$ cat config.mk
export PLATFORM = sky130hd
export DESIGN_NAME = rgb_pwm_driver_flat
export DESIGN_NICKNAME = d
export VERILOG_FILES = /design/src/rtl/rgb_pwm_driver_if.sv /design/src/rtl/rgb_pwm_driver.sv /design/src/flat_wrapper.sv
export SDC_FILE = /design/constraint.sdc
export NUM_CORES = 1
export LEC_CHECK = 0
export BUFFER_PORTS_ARGS = -buffer_cell sky130_fd_sc_hd__buf_4
export CORE_MARGIN = 3
export CORE_UTILIZATION = 45
export CTS_CLUSTER_DIAMETER = 100
export DETAILED_ROUTE_END_ITERATION = 8
export GPL_TIMING_DRIVEN = 1
export SLEW_MARGIN = 25
export SYNTH_ARGS = -nofsm -noshare
export SYNTH_HDL_FRONTEND = slang
export SYNTH_SLANG_ARGS = --single-unit
$ cat constraint.sdc
create_clock -name clk -period 3.4 [get_ports clk]
set_clock_uncertainty 0.05 [all_clocks]
set_input_delay 0.34 -clock clk [delete_from_list [all_inputs] [get_ports clk]]
set_output_delay 0.34 -clock clk [all_outputs]
set_load 0.005 [all_outputs]
$ cat src/rtl/rgb_pwm_driver_if.sv
// rgb_pwm_driver_if: groups the comparator indications, brightness setting and
// LED-side outputs of rgb_pwm_driver into one bundle.
//   red_in/green_in/blue_in : comparator indications (asynchronous to clk)
//   duty                    : steady-state PWM brightness
//   led_r/led_g/led_b       : registered LED drives
//   update_pulse            : one-cycle pulse on colour acceptance
//   busy                    : high while settling or flashing
// master = the side driving the indications (comparator / bench),
// slave  = the driver itself.
interface rgb_pwm_driver_if #(
    parameter int PWM_BITS = 8
);
    logic                red_in;
    logic                green_in;
    logic                blue_in;
    logic [PWM_BITS-1:0] duty;
    logic                led_r;
    logic                led_g;
    logic                led_b;
    logic                update_pulse;
    logic                busy;

    modport master (
        output red_in, green_in, blue_in, duty,
        input  led_r, led_g, led_b, update_pulse, busy
    );

    modport slave (
        input  red_in, green_in, blue_in, duty,
        output led_r, led_g, led_b, update_pulse, busy
    );
endinterface

$ cat src/rtl/rgb_pwm_driver.sv
// rgb_pwm_driver: synchronises and glitch-filters the comparator colour vector,
// flashes each newly accepted colour at full brightness, then holds it at the
// programmed PWM brightness.
//   clk   : system clock
//   rst_n : synchronous active-low reset
//   bus   : rgb_pwm_driver_if.slave (indications, duty, LED drives, status)
module rgb_pwm_driver #(
    parameter int PWM_BITS      = 8,
    parameter int STABLE_CYCLES = 1000000,
    parameter int FLASH_CYCLES  = 5000000
) (
    input  logic             clk,
    input  logic             rst_n,
    rgb_pwm_driver_if.slave  bus
);
    localparam int SW = $clog2(STABLE_CYCLES);
    localparam int FW = $clog2(FLASH_CYCLES + 1);

    typedef enum logic [1:0] {STEADY, SETTLE, FLASH} state_t;

    state_t              state;
    logic [2:0]          sync1;
    logic [2:0]          s;
    logic [2:0]          cand;
    logic [2:0]          acc;
    logic [SW-1:0]       stable_cnt;
    logic [FW-1:0]       flash_cnt;
    logic [PWM_BITS-1:0] pwm_cnt;
    logic                accept;
    logic [2:0]          led;
    logic                update_pulse;
    logic                busy;
    logic                pwm_on;

    // All-ones duty must mean fully on; a plain compare would leave one
    // dark slot per period.
    assign pwm_on = (bus.duty == '1) | (pwm_cnt < bus.duty);

    // Two-flop synchroniser per colour bit, plus the free-running PWM counter
    // (never restarted by colour events so brightness stays jitter-free).
    always_ff @(posedge clk) begin
        if (!rst_n) begin
            sync1   <= 3'b000;
            s       <= 3'b000;
            pwm_cnt <= '0;
        end else begin
            sync1   <= {bus.red_in, bus.green_in, bus.blue_in};
            s       <= sync1;
            pwm_cnt <= pwm_cnt + PWM_BITS'(1);
        end
    end

    // Filter FSM. Outputs are registered from the pre-edge state, so they lag
    // the state/counters by one cycle; update_pulse goes through 'accept' to
    // line up with the first flash cycle on the LEDs.
    always_ff @(posedge clk) begin
        if (!rst_n) begin
            state        <= STEADY;
            cand         <= 3'b000;
            acc          <= 3'b000;
            stable_cnt   <= '0;
            flash_cnt    <= '0;
            accept       <= 1'b0;
            update_pulse <= 1'b0;
            busy         <= 1'b0;
            led          <= 3'b000;
        end else begin
            accept       <= 1'b0;
            update_pulse <= accept;
            busy         <= (state != STEADY);
            led          <= (state == FLASH) ? acc : (acc & {3{pwm_on}});

            case (state)
                STEADY: begin
                    if (s != acc) begin
                        state      <= SETTLE;
                        cand       <= s;
                        stable_cnt <= '0;
                    end
                end
                SETTLE: begin
                    if (s == acc) begin
                        // change withdrawn before it qualified
                        state <= STEADY;
                    end else if (s != cand) begin
                        // still bouncing: restart qualification on the new value
                        cand       <= s;
                        stable_cnt <= '0;
                    end else if (stable_cnt == SW'(STABLE_CYCLES - 1)) begin
                        acc       <= cand;
                        accept    <= 1'b1;
                        state     <= FLASH;
                        flash_cnt <= '0;
                    end else begin
                        stable_cnt <= stable_cnt + SW'(1);
                    end
                end
                FLASH: begin
                    // inputs ignored; any pending difference is picked up in STEADY
                    flash_cnt <= flash_cnt + FW'(1);
                    if (flash_cnt == FW'(FLASH_CYCLES - 1)) state <= STEADY;
                end
                default: state <= STEADY;
            endcase
        end
    end

    assign bus.led_r        = led[2];
    assign bus.led_g        = led[1];
    assign bus.led_b        = led[0];
    assign bus.update_pulse = update_pulse;
    assign bus.busy         = busy;
endmodule

$ cat src/flat_wrapper.sv
// flat-port wrapper written by rule: the top's interface ports become plain ports
module rgb_pwm_driver_flat 
#(
    parameter int PWM_BITS      = 8,
    parameter int STABLE_CYCLES = 1000000,
    parameter int FLASH_CYCLES  = 5000000
)
  (clk, rst_n, bus_red_in, bus_green_in, bus_blue_in, bus_duty, bus_led_r, bus_led_g, bus_led_b, bus_update_pulse, bus_busy);
  rgb_pwm_driver_if #(.PWM_BITS(PWM_BITS)) bus_i ();
  input  logic clk;
  input  logic rst_n;
  input wire logic [$bits(bus_i.red_in)-1:0] bus_red_in;
  input wire logic [$bits(bus_i.green_in)-1:0] bus_green_in;
  input wire logic [$bits(bus_i.blue_in)-1:0] bus_blue_in;
  input wire logic [$bits(bus_i.duty)-1:0] bus_duty;
  output wire logic [$bits(bus_i.led_r)-1:0] bus_led_r;
  output wire logic [$bits(bus_i.led_g)-1:0] bus_led_g;
  output wire logic [$bits(bus_i.led_b)-1:0] bus_led_b;
  output wire logic [$bits(bus_i.update_pulse)-1:0] bus_update_pulse;
  output wire logic [$bits(bus_i.busy)-1:0] bus_busy;
  assign bus_i.red_in = bus_red_in;
  assign bus_i.green_in = bus_green_in;
  assign bus_i.blue_in = bus_blue_in;
  assign bus_i.duty = bus_duty;
  assign bus_led_r = bus_i.led_r;
  assign bus_led_g = bus_i.led_g;
  assign bus_led_b = bus_i.led_b;
  assign bus_update_pulse = bus_i.update_pulse;
  assign bus_busy = bus_i.busy;
  rgb_pwm_driver #(.PWM_BITS(PWM_BITS), .STABLE_CYCLES(STABLE_CYCLES), .FLASH_CYCLES(FLASH_CYCLES)) u_core (.clk(clk), .rst_n(rst_n), .bus(bus_i));
endmodule
==> results.cfg, run 1 <==
[pwr]
power_leakage_uw = 0.00162
power.density_mw_per_mm2 = 428
maximum_vdd_ir_drop_mv = 0.204

[clock_tree]
numClockSinks = 71
cts_tree = done
hold_fix_buffers_cts = 0
clk_transition_reported_paths_ns = 0.08
insertion_delay_ns = 0.34
htree_levels = 3
post_cts_resize_count = 0
cts_root_buffer = sky130_fd_sc_hd__clkbuf_8
clockBufferDepth = 2
cts_setup_buffers = 0
number_of_cts_inserted_buffers = 9

[critical_path]
cp_num_buf_inv = 1
worst_path_dominant_cell_family = simple AND/OR/NAND/NOR gates
critical_path.slowest_cell = sky130_fd_sc_hd__or4_4
cpPeakStageDelay_ns = 0.61
worstReg2RegStart = u_core.stable_cnt[0]
endpoint_kind = flip-flop
timing.critical_path.fanout_max = 15
worst_ep_arrival_time_ns = 2.59
critical_path_class = flip-flop to flip-flop
start_kind = flip-flop
cp_cell_sequence = ha_1, nand3_1, or4_4, nor4_2, nor3_1, buf_4, a211o_1
ff2ff_path_depth = 7
worstPathRequired_ns = 3.58
rr_endpoint = u_core.flash_cnt[7]
r2r_setup_slack_ns = 0.99

[synthesis]
synth_most_common_cell = sky130_fd_sc_hd__dfxtp_1
yosysWarnings = 0
synthesis.nets = 436
netlist_top_cells_area = sky130_fd_sc_hd__dfxtp_1 (40%), sky130_fd_sc_hd__nor2_1 (4.2%), sky130_fd_sc_hd__nand2_1 (4.0%)
synth_top_cells_by_count = sky130_fd_sc_hd__dfxtp_1 (71), sky130_fd_sc_hd__nor2_1 (39), sky130_fd_sc_hd__nand2_1 (37)
synth-async-reset-ratio = 0
yosys_register_bits = 71
synth_top_cell_by_area = sky130_fd_sc_hd__dfxtp_1
synth_enable_flop_cells = 0
synth.top_cell.area_share = 0.404
yosysUniqueCellTypes = 51
synth_sequential_area_ratio = 0.404
syn_area_per_cell_sq_um = 8.51
synthFlopType = sky130_fd_sc_hd__dfxtp_1
synthesized_cell_area_sq_mm = 0.00352
synthesis.instances = 413

[global_routing]
maximum_number_of_pins_on_one_net_before_global_route_repair = 30
grt_first_pass_wirelength_um = 13700
grt-busiest-layer = met2
use_met3 = 0.0406
grt_use_met1 = 0.249
groute.layer.met2.usage = 0.319
first_global_vias = 2857
grt_antenna_before_repair = 0
groute.usage.overall = 0.191
globalRoute.totalOverflow = 0

[placement]
dpl_worst_slack_ns = 1.02
io_buffers = 17
post_placement_cell_count = 517
place.detailed.hpwl_um = 5410
place_congestion = 0.769
placed_area_sq_mm = 0.00372

[route]
detail_route.drc_violations = 0
detail_route.iter0.violations = 105
post_drt_via_cell_ratio = 5.77
vias = 3073
finalWirelength_um = 7910
first_pass_iters = 4
drt-wirelength-per-cell_um = 14.8
ant_nets = 0

[floorplan]
dieArea_sq_mm = 0.00891
num_io_pins = 18
initial_utilization = 0.475
die_height_um = 94.4
core_sq_mm = 0.00741
die_w_um = 94.4
floorplan.rows = 31

[worst_hold_path]
min-delay-start = bus_blue_in
hold_path_depth = 2
min_path_type = input pin to flip-flop
worst_hold_path.endpoint = u_core.sync1[0]

[finish]
layout-area-overhead-vs-synth_pct = 12.4
design.final.nets = 452
instances_no_fill = 533
finish.instance_area_sq_mm = 0.00395
antenna-diode-count = 0
drive_gt1_frac = 0.106

[run]
maxCapViolCount = 0

[sta]
finalCriticalPeriod_ns = 2.41
post_route_clock_period_utilization = 0.709
rsz0062_at_grt = no
hold_violations = 0
postLayoutSetupSlackWorst_ns = 0.990
final_setup_violation_count = 0
worst-slew-pin-transition_ns = 1.05
finalMaxSlewViolations = 0
worst_relative_slew_slack = 0.296
timing.setup.tns_ns = 0
fmax_mhz = 415

[status]
status = finished, final reports clean
kinds of logic (layout without fill, tap and decap cells):
family          Yosys count  in the layout  share of synthesized area
simple gates            197            197                      0.303
compound gates           78             78                      0.153
flops                    71             71                      0.404
buf+inv                  31             52                     0.0377
xor+xnor                 22             22                     0.0548
fa+ha+maj                10             10                     0.0356
mux                       4              4                     0.0114
worst max path at each step:
stage / startpoint / to / depth (start not counted)
after global routing: u_core.stable_cnt[0] / u_core.flash_cnt[6] / 7
after floorplan: u_core.stable_cnt[6] / u_core.flash_cnt[3] / 7
after detailed placement: u_core.stable_cnt[0] / u_core.flash_cnt[15] / 7
after CTS: u_core.stable_cnt[0] / u_core.flash_cnt[2] / 7
final: u_core.stable_cnt[0] / u_core.flash_cnt[7] / 7
after global placement: u_core.stable_cnt[0] / u_core.flash_cnt[19] / 6
state kept, by name, summed over array words and instances (netlist names):
name	count
u_core.led	3
u_core.pwm_cnt	8
u_core.s	3
u_core.cand	3
u_core.flash_cnt	23
u_core.accept	1
u_core.stable_cnt	20
u_core.bus.busy	1
u_core.state	2
u_core.bus.update_pulse	1
u_core.acc	3
u_core.sync1	3
layout make-up:
| class | instances | area (sq um) |
|---|---|---|
| timing repair buffer | 22 | 165 |
| fill | 732 | 3460 |
| clock buffer | 13 | 159 |
| clock inverter | 3 | 65.1 |
| inverter | 14 | 52.6 |
| multi-input combinational | 311 | 1960 |
| tap | 99 | 124 |
| sequential | 71 | 1420 |
layer usage:
layer  up-vias  wire (um)
met1      1481       3770
li1       1550          -
met3        10        192
met5         -          0
met4         0         94
met2        32       3850
through the flow:
stage	util	hold WS, ns	total power, uW
after detailed placement	0.503	0.368	955
after global placement	0.503	0.365	954
after CTS	0.533	0.145	1710
final	0.533	0.155	1690
after floorplan	-	0.362	924
after global routing	0.533	0.151	1760
where the power goes:
group | switching [uW] | internal, uW
clock network | 305 | 453
logic | 53.0 | 33.9
registers | 7.86 | 841
cells in the final DEF, fill, tap and decap left out, types with 5 or more instances in the layout:
master,n
sky130_fd_sc_hd__and2_1,10
sky130_fd_sc_hd__nor2_1,38
sky130_fd_sc_hd__xor2_1,13
sky130_fd_sc_hd__inv_1,14
sky130_fd_sc_hd__ha_1,10
sky130_fd_sc_hd__a31oi_1,7
sky130_fd_sc_hd__xnor2_1,9
sky130_fd_sc_hd__or4_1,7
sky130_fd_sc_hd__nand3_1,20
sky130_fd_sc_hd__clkbuf_8,11
sky130_fd_sc_hd__or3_1,5
sky130_fd_sc_hd__a21oi_1,17
sky130_fd_sc_hd__dfxtp_1,71
sky130_fd_sc_hd__nor4_1,6
sky130_fd_sc_hd__and3_1,13
sky130_fd_sc_hd__a211o_1,12
sky130_fd_sc_hd__buf_4,22
sky130_fd_sc_hd__nor3_1,15
sky130_fd_sc_hd__nand4_1,22
sky130_fd_sc_hd__a21o_1,6
sky130_fd_sc_hd__nand2_1,37
sky130_fd_sc_hd__o21ai_0,12
No activity file was read; power rests on OpenSTA's default activity.
==> run 2: changes to the inputs <==
- ABC_AREA: unset -> 1
- clock period: 3.4 -> 2.25 ns (I/O delays scaled with it)
==> run 2 against run 1 <==
First-iteration DRC count increased by 100%; setup slack got worse by 0.69 ns; design area increased by 19%; combinational power increased by 140%; sequential power increased by 53%; utilization decreased by 0.62 points; die area increased by 20%; via count increased by 34%; final cell count increased by 52%; maximum frequency increased by 23%; largest power group unchanged; clock-buffer cell count decreased by 3.
==> results.cfg, run 2 <==
[floorplan]
num_io_pins = 18
core_sq_mm = 0.00893
die_height_um = 103
initial_utilization = 0.476
dieArea_sq_mm = 0.0106
die_w_um = 103
floorplan.rows = 34

[status]
status = finished, final reports clean

[route]
vias = 4112
detailroute.wirelength.met2_um = 4220
detail_route.iter0.violations = 211
finalWirelength_um = 10100
post_drt_via_cell_ratio = 5.08
detail_route.drc_violations = 0
drt-wirelength-per-cell_um = 12.5
first_pass_iters = 5
m1WireLength_um = 5320
ant_nets = 0
route.met3.wl_um = 479
maxUsedRoutingLayer = met4

[synthesis]
synth_top_cell_by_area = sky130_fd_sc_hd__dfxtp_1
synthesized_cell_area_sq_mm = 0.00425
synth_sequential_area_ratio = 0.334
synthFlopType = sky130_fd_sc_hd__dfxtp_1
synth-async-reset-ratio = 0
synthesis.nets = 701
netlist_top_cells_area = sky130_fd_sc_hd__dfxtp_1 (33%), sky130_fd_sc_hd__nand2_1 (17%), sky130_fd_sc_hd__nand3_1 (8.0%)
yosysWarnings = 0
synth.top_cell.area_share = 0.334
synth_top_cells_by_count = sky130_fd_sc_hd__nand2_1 (196), sky130_fd_sc_hd__nor2_1 (88), sky130_fd_sc_hd__inv_1 (82)
yosys_register_bits = 71
synth_most_common_cell = sky130_fd_sc_hd__nand2_1
yosysUniqueCellTypes = 34
syn_area_per_cell_sq_um = 6.27
synth_enable_flop_cells = 0
synthesis.instances = 678

[pwr]
power_leakage_uw = 0.00200
power.density_mw_per_mm2 = 589
maximum_vdd_ir_drop_mv = 0.412
totalPowerFinal_uw = 2770

[global_routing]
maximum_number_of_pins_on_one_net_before_global_route_repair = 33
globalRoute.totalOverflow = 0
grt_first_pass_wirelength_um = 17200
first_global_vias = 3695
grt_antenna_before_repair = 0
groute.usage.overall = 0.202

[worst_hold_path]
min_path_type = input pin to flip-flop
hold_path_depth = 3
min-delay-start = rst_n
worst_hold_path.endpoint = u_core.pwm_cnt[6]

[placement]
place_congestion = 0.913
place.detailed.hpwl_um = 7210
io_buffers = 17

[critical_path]
endpoint_kind = flip-flop
r2r_setup_slack_ns = 0.30
critical_path_class = flip-flop to flip-flop
ff2ff_path_depth = 9
worstPathRequired_ns = 2.48
worstReg2RegStart = u_core.stable_cnt[0]
worst_ep_arrival_time_ns = 2.18
timing.critical_path.fanout_max = 17
start_kind = flip-flop
cpPeakStageDelay_ns = 0.38
cp_cell_sequence = ha_1, nand3_2, inv_2, nand3_1, nor2_4, nand2_4, nand2_2, nand2_1, a21oi_1
critical_path.slowest_cell = sky130_fd_sc_hd__dfxtp_1
rr_endpoint = u_core.stable_cnt[4]

[finish]
largest-register = u_core.flash_cnt
layout_commonest_cell = sky130_fd_sc_hd__nand2_1
reg_top3 = u_core.flash_cnt: 23 flops, u_core.stable_cnt: 20 flops, u_core.pwm_cnt: 8 flops
largest_reg_flops = 23
layout-area-overhead-vs-synth_pct = 10.8
design.final.nets = 719
drive_gt1_frac = 0.113
layout.cells.most_common_list = sky130_fd_sc_hd__nand2_1 (196), sky130_fd_sc_hd__nor2_1 (88), sky130_fd_sc_hd__inv_1 (82)
antenna-diode-count = 0
fillers = 900

[clock_tree]
clk_transition_reported_paths_ns = 0.08
clockBufferDepth = 2
number_of_cts_inserted_buffers = 9
cts_setup_buffers = 0
insertion_delay_ns = 0.36
cts_tree = done
cts_root_buffer = sky130_fd_sc_hd__clkbuf_8
htree_levels = 3
numClockSinks = 71

[sta]
finalCriticalPeriod_ns = 1.95
finalMaxSlewViolations = 0
timing.setup.tns_ns = 0
hold_violations = 0
final_setup_violation_count = 0
worst-slew-pin-transition_ns = 0.513
fmax_mhz = 512
post_route_clock_period_utilization = 0.867
rsz0062_at_grt = no
worst_relative_slew_slack = 0.656

[run]
maxCapViolCount = 0
run 2: changes by cell type after synthesis, moves of 12 or more:
cell,change
sky130_fd_sc_hd__nand4_1,-12
sky130_fd_sc_hd__nand3_1,+48
sky130_fd_sc_hd__nand2_1,+159
sky130_fd_sc_hd__and3_1,-13
sky130_fd_sc_hd__nor2_1,+49
sky130_fd_sc_hd__a211o_1,-12
sky130_fd_sc_hd__a21oi_1,+30
sky130_fd_sc_hd__inv_1,+68
run 2: worst max-delay path by stage:
stage | end | start | slack [ns]
detailed placement | u_core.stable_cnt[4] | u_core.stable_cnt[0] | 0.30
finish | u_core.stable_cnt[4] | u_core.stable_cnt[0] | 0.30
floorplan | u_core.stable_cnt[11] | u_core.stable_cnt[0] | 0.68
global route | u_core.stable_cnt[4] | u_core.stable_cnt[0] | 0.12
global placement | u_core.stable_cnt[4] | u_core.stable_cnt[0] | 0.35
CTS | u_core.stable_cnt[4] | u_core.stable_cnt[0] | 0.28
run 2: layout make-up:
type	count	area, sq um	share of cell area
Multi-Input combinational cell	494	2370	0.503
Sequential cell	71	1420	0.302
Inverter	96	362	0.0768
Timing Repair Buffer	24	188	0.0399
Tap cell	108	135	0.0287
Clock buffer	10	128	0.0271
Clock inverter	6	109	0.0231
run 2: timing repair:
action                     4_1_cts  5_1_grt
setup endpoints to repair        0        0
hold endpoints to repair         3        0
hold buffers                     3        0
gates resized for setup          0        0
run 2: per-stage QoR:
stage / instance area (sq um) / worst slack (ns) / instances / util / hold slack (ns)
floorplan: 4250 / 0.676 / 678 / - / 0.273
global placement: 4440 / 0.350 / 790 / 0.497 / 0.343
detailed placement: 4440 / 0.297 / 790 / 0.497 / 0.351
CTS: 4710 / 0.279 / 809 / 0.527 / 0.134
global route: 4710 / 0.121 / 809 / 0.527 / 0.153
finish: 4710 / 0.299 / 809 / 0.527 / 0.148
run 2: worst max-delay path, delay by kind of cell (launching register included):
| kind | cells | cell delay, ns |
|---|---|---|
| buffers and inverters | 1 | 0.15 |
| and+or+nand+nor | 6 | 0.95 |
| adders and majority gates | 1 | 0.21 |
| AOI/OAI and AO/OA | 1 | 0.14 |
| DFF | 1 | 0.38 |
run 2: power breakdown:
part | leakage, uW | internal [uW] | switching (uW) | total, uW
Sequential | 0.000575 | 1280 | 21.8 | 1300
Clock | 0.000120 | 736 | 527 | 1260
Combinational | 0.00131 | 75.7 | 136 | 211
run 2: layer usage:
metal  track usage  up-vias
li1              -     2170
met1         0.301     1840
met2         0.306       93
met3        0.0369        9
met4        0.0418        0
met5             0        -
run 2: cell families (layout without fill, tap and decap cells):
| family | Yosys count | after routing | share of synthesized area |
|---|---|---|---|
| AOI/OAI and AO/OA | 65 | 65 | 0.0792 |
| xor gates and xnor gates | 8 | 8 | 0.0165 |
| adders and majority gates | 10 | 10 | 0.0294 |
| buffers and inverters | 113 | 136 | 0.109 |
| DFF | 71 | 71 | 0.334 |
| and+or+nand+nor | 411 | 411 | 0.432 |
